[src/rtl/mmio_bus_controller.sv]
// mmio_bus_controller: registered, handshaked access engine for the 8-bit CPU.
// A CPU request is latched in IDLE and decoded either to RAM or to one of
// NUM_IO device windows at the top of the address space. The chosen strobe is
// held through WAIT until the selected target acknowledges. If no acknowledge
// arrives within TIMEOUT strobe cycles, the access completes with an error.
//
//   state   | meaning
//   --------+-----------------------------------------------------------
//   ST_IDLE | no access outstanding; cpu_req is sampled here
//   ST_WAIT | strobe held on the latched target; waiting for ack/timeout
module mmio_bus_controller #(
  parameter int unsigned          ADDR_W  = 8,
  parameter int unsigned          DATA_W  = 8,
  parameter int unsigned          NUM_IO  = 2,
  parameter int unsigned          IO_REGS = 4,
  parameter logic [ADDR_W-1:0]    IO_BASE = 8'hF8,
  parameter int unsigned          TIMEOUT = 15,
  localparam int unsigned         RS_W    = (IO_REGS > 1) ? $clog2(IO_REGS) : 1
) (
  input  logic                     clk,
  input  logic                     rst_n,
  input  logic                     cpu_req,
  input  logic                     cpu_we,
  input  logic [ADDR_W-1:0]        cpu_addr,
  input  logic [DATA_W-1:0]        cpu_wdata,
  output logic [DATA_W-1:0]        cpu_rdata,
  output logic                     cpu_ready,
  output logic                     cpu_err,
  output logic                     busy,
  output logic                     mem_re,
  output logic                     mem_we,
  output logic [ADDR_W-1:0]        mem_addr,
  output logic [DATA_W-1:0]        mem_wdata,
  input  logic [DATA_W-1:0]        mem_rdata,
  input  logic                     mem_ack,
  output logic [NUM_IO-1:0]        io_re,
  output logic [NUM_IO-1:0]        io_we,
  output logic [RS_W-1:0]          io_reg_sel,
  output logic [DATA_W-1:0]        io_wdata,
  input  logic [NUM_IO*DATA_W-1:0] io_rdata,
  input  logic [NUM_IO-1:0]        io_ack
);

  localparam int unsigned     RS_SH   = $clog2(IO_REGS);
  localparam int unsigned     DEV_W   = (NUM_IO > 1) ? $clog2(NUM_IO) : 1;
  localparam int unsigned     CNT_W   = $clog2(TIMEOUT + 1);
  localparam int unsigned     IO_SPAN = NUM_IO * IO_REGS;
  // One extra bit so a window ending exactly at the top of the space compares cleanly.
  localparam logic [ADDR_W:0] IO_LO   = {1'b0, IO_BASE};
  localparam logic [ADDR_W:0] IO_HI   = IO_LO + IO_SPAN[ADDR_W:0];
  // The counter value seen in the last permitted strobe cycle.
  localparam logic [CNT_W-1:0] CNT_LAST = CNT_W'(TIMEOUT - 1);

  typedef enum logic {
    ST_IDLE = 1'b0,
    ST_WAIT = 1'b1
  } state_e;

  state_e             state_q,   state_d;
  logic               we_q,      we_d;
  logic               is_io_q,   is_io_d;
  logic [DEV_W-1:0]   dev_q,     dev_d;
  logic [RS_W-1:0]    reg_sel_q, reg_sel_d;
  logic [ADDR_W-1:0]  addr_q,    addr_d;
  logic [DATA_W-1:0]  wdata_q,   wdata_d;
  logic [CNT_W-1:0]   cnt_q,     cnt_d;
  logic [DATA_W-1:0]  rdata_q,   rdata_d;
  logic               ready_q,   ready_d;
  logic               err_q,     err_d;

  logic               req_in_io;
  logic [ADDR_W-1:0]  req_off;
  logic               sel_ack;
  logic [DATA_W-1:0]  sel_rdata;
  logic               in_wait;
  logic [NUM_IO-1:0]  dev_onehot;

  // Decode of the incoming CPU address (only used when the request is latched).
  always_comb begin
    req_in_io = ({1'b0, cpu_addr} >= IO_LO) && ({1'b0, cpu_addr} < IO_HI);
    req_off   = cpu_addr - IO_BASE;
  end

  // Acknowledge and read data of the latched target; other targets are ignored.
  always_comb begin
    sel_ack   = mem_ack;
    sel_rdata = mem_rdata;
    if (is_io_q) begin
      sel_ack   = io_ack[dev_q];
      sel_rdata = io_rdata[dev_q*DATA_W +: DATA_W];
    end
  end

  // Next-state logic: request capture, completion on ack, timeout handling.
  always_comb begin
    state_d   = state_q;
    we_d      = we_q;
    is_io_d   = is_io_q;
    dev_d     = dev_q;
    reg_sel_d = reg_sel_q;
    addr_d    = addr_q;
    wdata_d   = wdata_q;
    cnt_d     = cnt_q;
    rdata_d   = rdata_q;
    ready_d   = 1'b0;
    err_d     = 1'b0;
    case (state_q)
      ST_IDLE: begin
        if (cpu_req) begin
          we_d      = cpu_we;
          addr_d    = cpu_addr;
          wdata_d   = cpu_wdata;
          is_io_d   = req_in_io;
          dev_d     = req_in_io ? DEV_W'(req_off >> RS_SH) : '0;
          reg_sel_d = req_in_io ? RS_W'(req_off & ADDR_W'(IO_REGS - 1)) : '0;
          cnt_d     = '0;
          state_d   = ST_WAIT;
        end
      end
      ST_WAIT: begin
        if (sel_ack) begin
          // An ack in the final permitted cycle still counts as success.
          state_d = ST_IDLE;
          ready_d = 1'b1;
          if (!we_q) rdata_d = sel_rdata;
        end else if (cnt_q == CNT_LAST) begin
          state_d = ST_IDLE;
          ready_d = 1'b1;
          err_d   = 1'b1;
          if (!we_q) rdata_d = '1;
        end else begin
          // Stops at CNT_LAST because the access terminates there; never wraps.
          cnt_d = cnt_q + CNT_W'(1);
        end
      end
      default: state_d = ST_IDLE;
    endcase
  end

  // State and datapath registers with synchronous active-low reset.
  always_ff @(posedge clk) begin
    if (!rst_n) begin
      state_q   <= ST_IDLE;
      we_q      <= 1'b0;
      is_io_q   <= 1'b0;
      dev_q     <= '0;
      reg_sel_q <= '0;
      addr_q    <= '0;
      wdata_q   <= '0;
      cnt_q     <= '0;
      rdata_q   <= '0;
      ready_q   <= 1'b0;
      err_q     <= 1'b0;
    end else begin
      state_q   <= state_d;
      we_q      <= we_d;
      is_io_q   <= is_io_d;
      dev_q     <= dev_d;
      reg_sel_q <= reg_sel_d;
      addr_q    <= addr_d;
      wdata_q   <= wdata_d;
      cnt_q     <= cnt_d;
      rdata_q   <= rdata_d;
      ready_q   <= ready_d;
      err_q     <= err_d;
    end
  end

  // Outputs are pure decodes of registers, so no input reaches an output combinationally.
  always_comb begin
    in_wait    = (state_q == ST_WAIT);
    dev_onehot = NUM_IO'(1) << dev_q;
    mem_re     = in_wait && !is_io_q && !we_q;
    mem_we     = in_wait && !is_io_q &&  we_q;
    io_re      = (in_wait && is_io_q && !we_q) ? dev_onehot : '0;
    io_we      = (in_wait && is_io_q &&  we_q) ? dev_onehot : '0;
    mem_addr   = addr_q;
    mem_wdata  = wdata_q;
    io_wdata   = wdata_q;
    io_reg_sel = reg_sel_q;
    cpu_rdata  = rdata_q;
    cpu_ready  = ready_q;
    cpu_err    = err_q;
    busy       = in_wait;
  end

endmodule

[config.mk]
export PLATFORM = sky130hd
export DESIGN_NAME = mmio_bus_controller
export DESIGN_NICKNAME = d
export VERILOG_FILES = /design/src/rtl/mmio_bus_controller.sv
export SDC_FILE = /design/constraint.sdc
export NUM_CORES = 1
export LEC_CHECK = 0
export BUFFER_PORTS_ARGS = -buffer_cell sky130_fd_sc_hd__buf_2
export CORE_ASPECT_RATIO = 0.5
export CORE_MARGIN = 1
export CORE_UTILIZATION = 35
export CTS_CLUSTER_SIZE = 40
export DETAILED_ROUTE_END_ITERATION = 10
export PLACE_DENSITY = 0.71
export SETUP_SLACK_MARGIN = 0.1
export SLEW_MARGIN = 5
export SYNTH_ARGS = -nofsm -noshare
export SYNTH_HDL_FRONTEND = slang
export SYNTH_SLANG_ARGS = --single-unit
[constraint.sdc]
create_clock -name clk -period 3.3 [get_ports clk]
set_input_delay 0.165 -clock clk [delete_from_list [all_inputs] [get_ports clk]]
set_output_delay 0.165 -clock clk [all_outputs]
set_load 0.005 [all_outputs]
==> results.sh <==
export IMPL_initial_core_util=0.367
export IMPL_critPathMaxFanout=12
export IMPL_worst_ir_drop_vdd_mv=0.161
export IMPL_whs_path_depth=3
export IMPL_clkSinkCount=36
export IMPL_gr_total_overflow=0
export IMPL_reg2reg_slack_ns=1.37
export IMPL_finalPower_mw=0.982
export IMPL_routed_via_count=1577
export IMPL_cts_max_path_buffers=2
export IMPL_ios=90
export IMPL_hold_violations=0
export IMPL_grt_pass1_wl_um=6310
export IMPL_dr_pass1_iters=6
export IMPL_utilization=0.482
export IMPL_core_um2=4450
export IMPL_drive_gt1_frac=0.396
export IMPL_cts_buffers=5
export IMPL_status="finished, final reports clean"
export IMPL_drc=0
export IMPL_worst_pin_slew_ns=0.902
export IMPL_ys_seq_area_frac=0.442
export IMPL_cts_clk_slew_worst_paths_ns=0.07
export IMPL_clk_latency_ns=0.29
export IMPL_portBuffers=89
export IMPL_hpwl_um=2870
export IMPL_vias_per_cell=4.75
export IMPL_cp_required_ns=3.48
export IMPL_wirelength_um=3920
export IMPL_hp_class="in -> reg"
export IMPL_fmax_mhz=519
export IMPL_grt_setup_unrepaired="no"
export IMPL_synthFlopType="dfxtp_1"
export IMPL_grtUsageTotal=0.161
export IMPL_syn_cell_area_um2=1630
export IMPL_ant_nets=0
export IMPL_async_reset_ff_frac=0
export IMPL_drt_iter0_markers=45
export IMPL_synth_nets=248
export IMPL_cts_hold_fix_buffers=0
export IMPL_slew_limit_headroom=0.396
export IMPL_antenna_found_initial=0
export IMPL_gp_congestion=0.706
export IMPL_antennaDiodeCount=0
export IMPL_maxCapViolCount=0
export IMPL_fillers=437
export IMPL_ys_types=26
export IMPL_die_w_um=98.5
export IMPL_fin_skew_ns=0.00406
export IMPL_rows=17
export IMPL_reg2regPathDepth=4
export IMPL_arrival_ns=2.11
export IMPL_synth_area_leaders="dfxtp_1, nand2_1, a21oi_1"
export IMPL_min_to="we_q"
export IMPL_synth_seq_cells=36
export IMPL_cp_end_kind="flip-flop"
export IMPL_start_kind="flip-flop"
export IMPL_grt_pass1_vias=1459
export IMPL_cts_root_buf="clkbuf_8"
export IMPL_synth_top_area_cell="dfxtp_1"
export IMPL_hp_start="cpu_we"
export IMPL_cts_tree="done"
export IMPL_syn_to_final_growth_pct=31.5
export IMPL_ctsResizeCount=0
export IMPL_setup_tns_ns=0
export IMPL_p_leak_nw=1.04
export IMPL_r2r_end="cnt_q[3]"
export IMPL_dieHeight_um=50.3
export IMPL_crit_type="reg -> reg"
export IMPL_ys_warn_count=0
export IMPL_syn_inst=199
export IMPL_dieArea_um2=4950
export IMPL_yosysTopAreaCellShare=0.442
export IMPL_cts_max_level=2
export IMPL_post_cts_buffers=0
export IMPL_wire_per_inst_um=11.8
export IMPL_synth_edff_count=0
export IMPL_setup_violations_final=0
export IMPL_grt_max_degree=26
export IMPL_finalCriticalPeriod_ns=1.93
export IMPL_nets=323
export IMPL_avgSynthCellArea_um2=8.19
export IMPL_finalCritPeriodShare=0.584
export IMPL_p_per_area_nw_per_um2=458
export IMPL_finalMaxSlewViolations=0
export IMPL_timing_rr_start="dev_q"
sequential cells by signal, indices dropped and copies added, names as in the netlist:
register and cells:
is_io_q 1, cpu_rdata 8, io_reg_sel 2, dev_q 1, busy 1, we_q 1, io_wdata 8, cpu_ready 1
cnt_q 4, cpu_err 1, mem_addr 8
routing by layer:
| metal | routed length, µm | vias to the layer above | part of all wire | global-route usage |
|---|---|---|---|---|
| met1 | 1770 | 707 | 0.45 | 0.183 |
| met5 | 0 | - | 0 | 0 |
| met4 | 51 | 0 | 0.013 | 0.0746 |
| met2 | 1880 | 40 | 0.48 | 0.286 |
| li1 | - | 823 | - | - |
| met3 | 213 | 7 | 0.054 | 0.0460 |
cell usage after synthesis (all sizes together) (2+ instances only):
master and n:
nor3 3, dfxtp 36, o221a 8, ha 2, buf 13, nand2 44, mux2i 9, a21oi 32
nor2 19, a31o 2, inv 2, nand3 7, nand2b 5, o211a 2, clkbuf 8
placed cells by master (no fill, tap or decap), drive strengths merged:
master and count:
buf 89, nand2 44, dfxtp 36, a21oi 32, nor2 19, mux2i 9, o221a 8, nand3 7
nand2b 5, clkbuf 5, nor3 3, inv 2, o211a 2, ha 2, a31o 2, nor2b 1
and3 1, a31oi 1, a41o 1, nand3b 1, a21o 1, and4 1, clkinv 1, clkinvlp 1
bufinv 1
per-stage QoR:
| stage | std cells | cell area [µm²] | hold slack, ns | setup slack (ns) |
|---|---|---|---|---|
| final | 332 | 2140 | 0.105 | 1.37 |
| after global routing | 332 | 2140 | 0.114 | 1.24 |
| after CTS | 332 | 2140 | 0.0988 | 1.34 |
| after detailed placement | 324 | 2030 | 0.413 | 1.33 |
| after global placement | 324 | 2030 | 0.406 | 1.44 |
| after floorplan | 199 | 1630 | 0.301 | 1.92 |
critical path, stage by stage, from the launching register on:
cell and delay (ns):
dfxtp_1 0.71, mux2i_1 0.31, o211a_1 0.39, a21oi_2 0.12
a31o_2 0.29
report_power, final:
part | switching [mW] | internal [mW] | total [mW]
combinational | 0.0657 | 0.0611 | 0.127
sequential | 0.0145 | 0.456 | 0.470
clock | 0.162 | 0.223 | 0.385
total | 0.242 | 0.740 | 0.982
cell families (layout without fill, tap and decap cells):
family,count (synthesis),after routing,synth area share
buf+inv,23,99,0.0767
compound gates,47,47,0.193
fa+ha+maj,2,2,0.0153
mux,9,9,0.0553
flops,36,36,0.442
simple gates,82,82,0.217
final cells by class:
class	count	area [µm²]	share of cell area
multi-input combinational	140	787	0.367
sequential	36	721	0.336
timing repair buffer	89	445	0.208
tap	57	71.3	0.0333
clock buffer	5	68.8	0.0321
clock inverter	3	42.5	0.0198
inverter	2	7.51	0.00350
worst max-delay path by stage:
stage                  start           end  slack, ns  depth (start not counted)
floorplan           cnt_q[0]  cpu_rdata[0]       1.92                          7
global placement       dev_q      cnt_q[3]       1.44                          4
detailed placement     dev_q      cnt_q[3]       1.33                          4
CTS                    dev_q      cnt_q[3]       1.34                          4
global route           dev_q      cnt_q[3]       1.24                          4
finish                 dev_q      cnt_q[3]       1.37                          4
(Power assumes the default switching activity.)
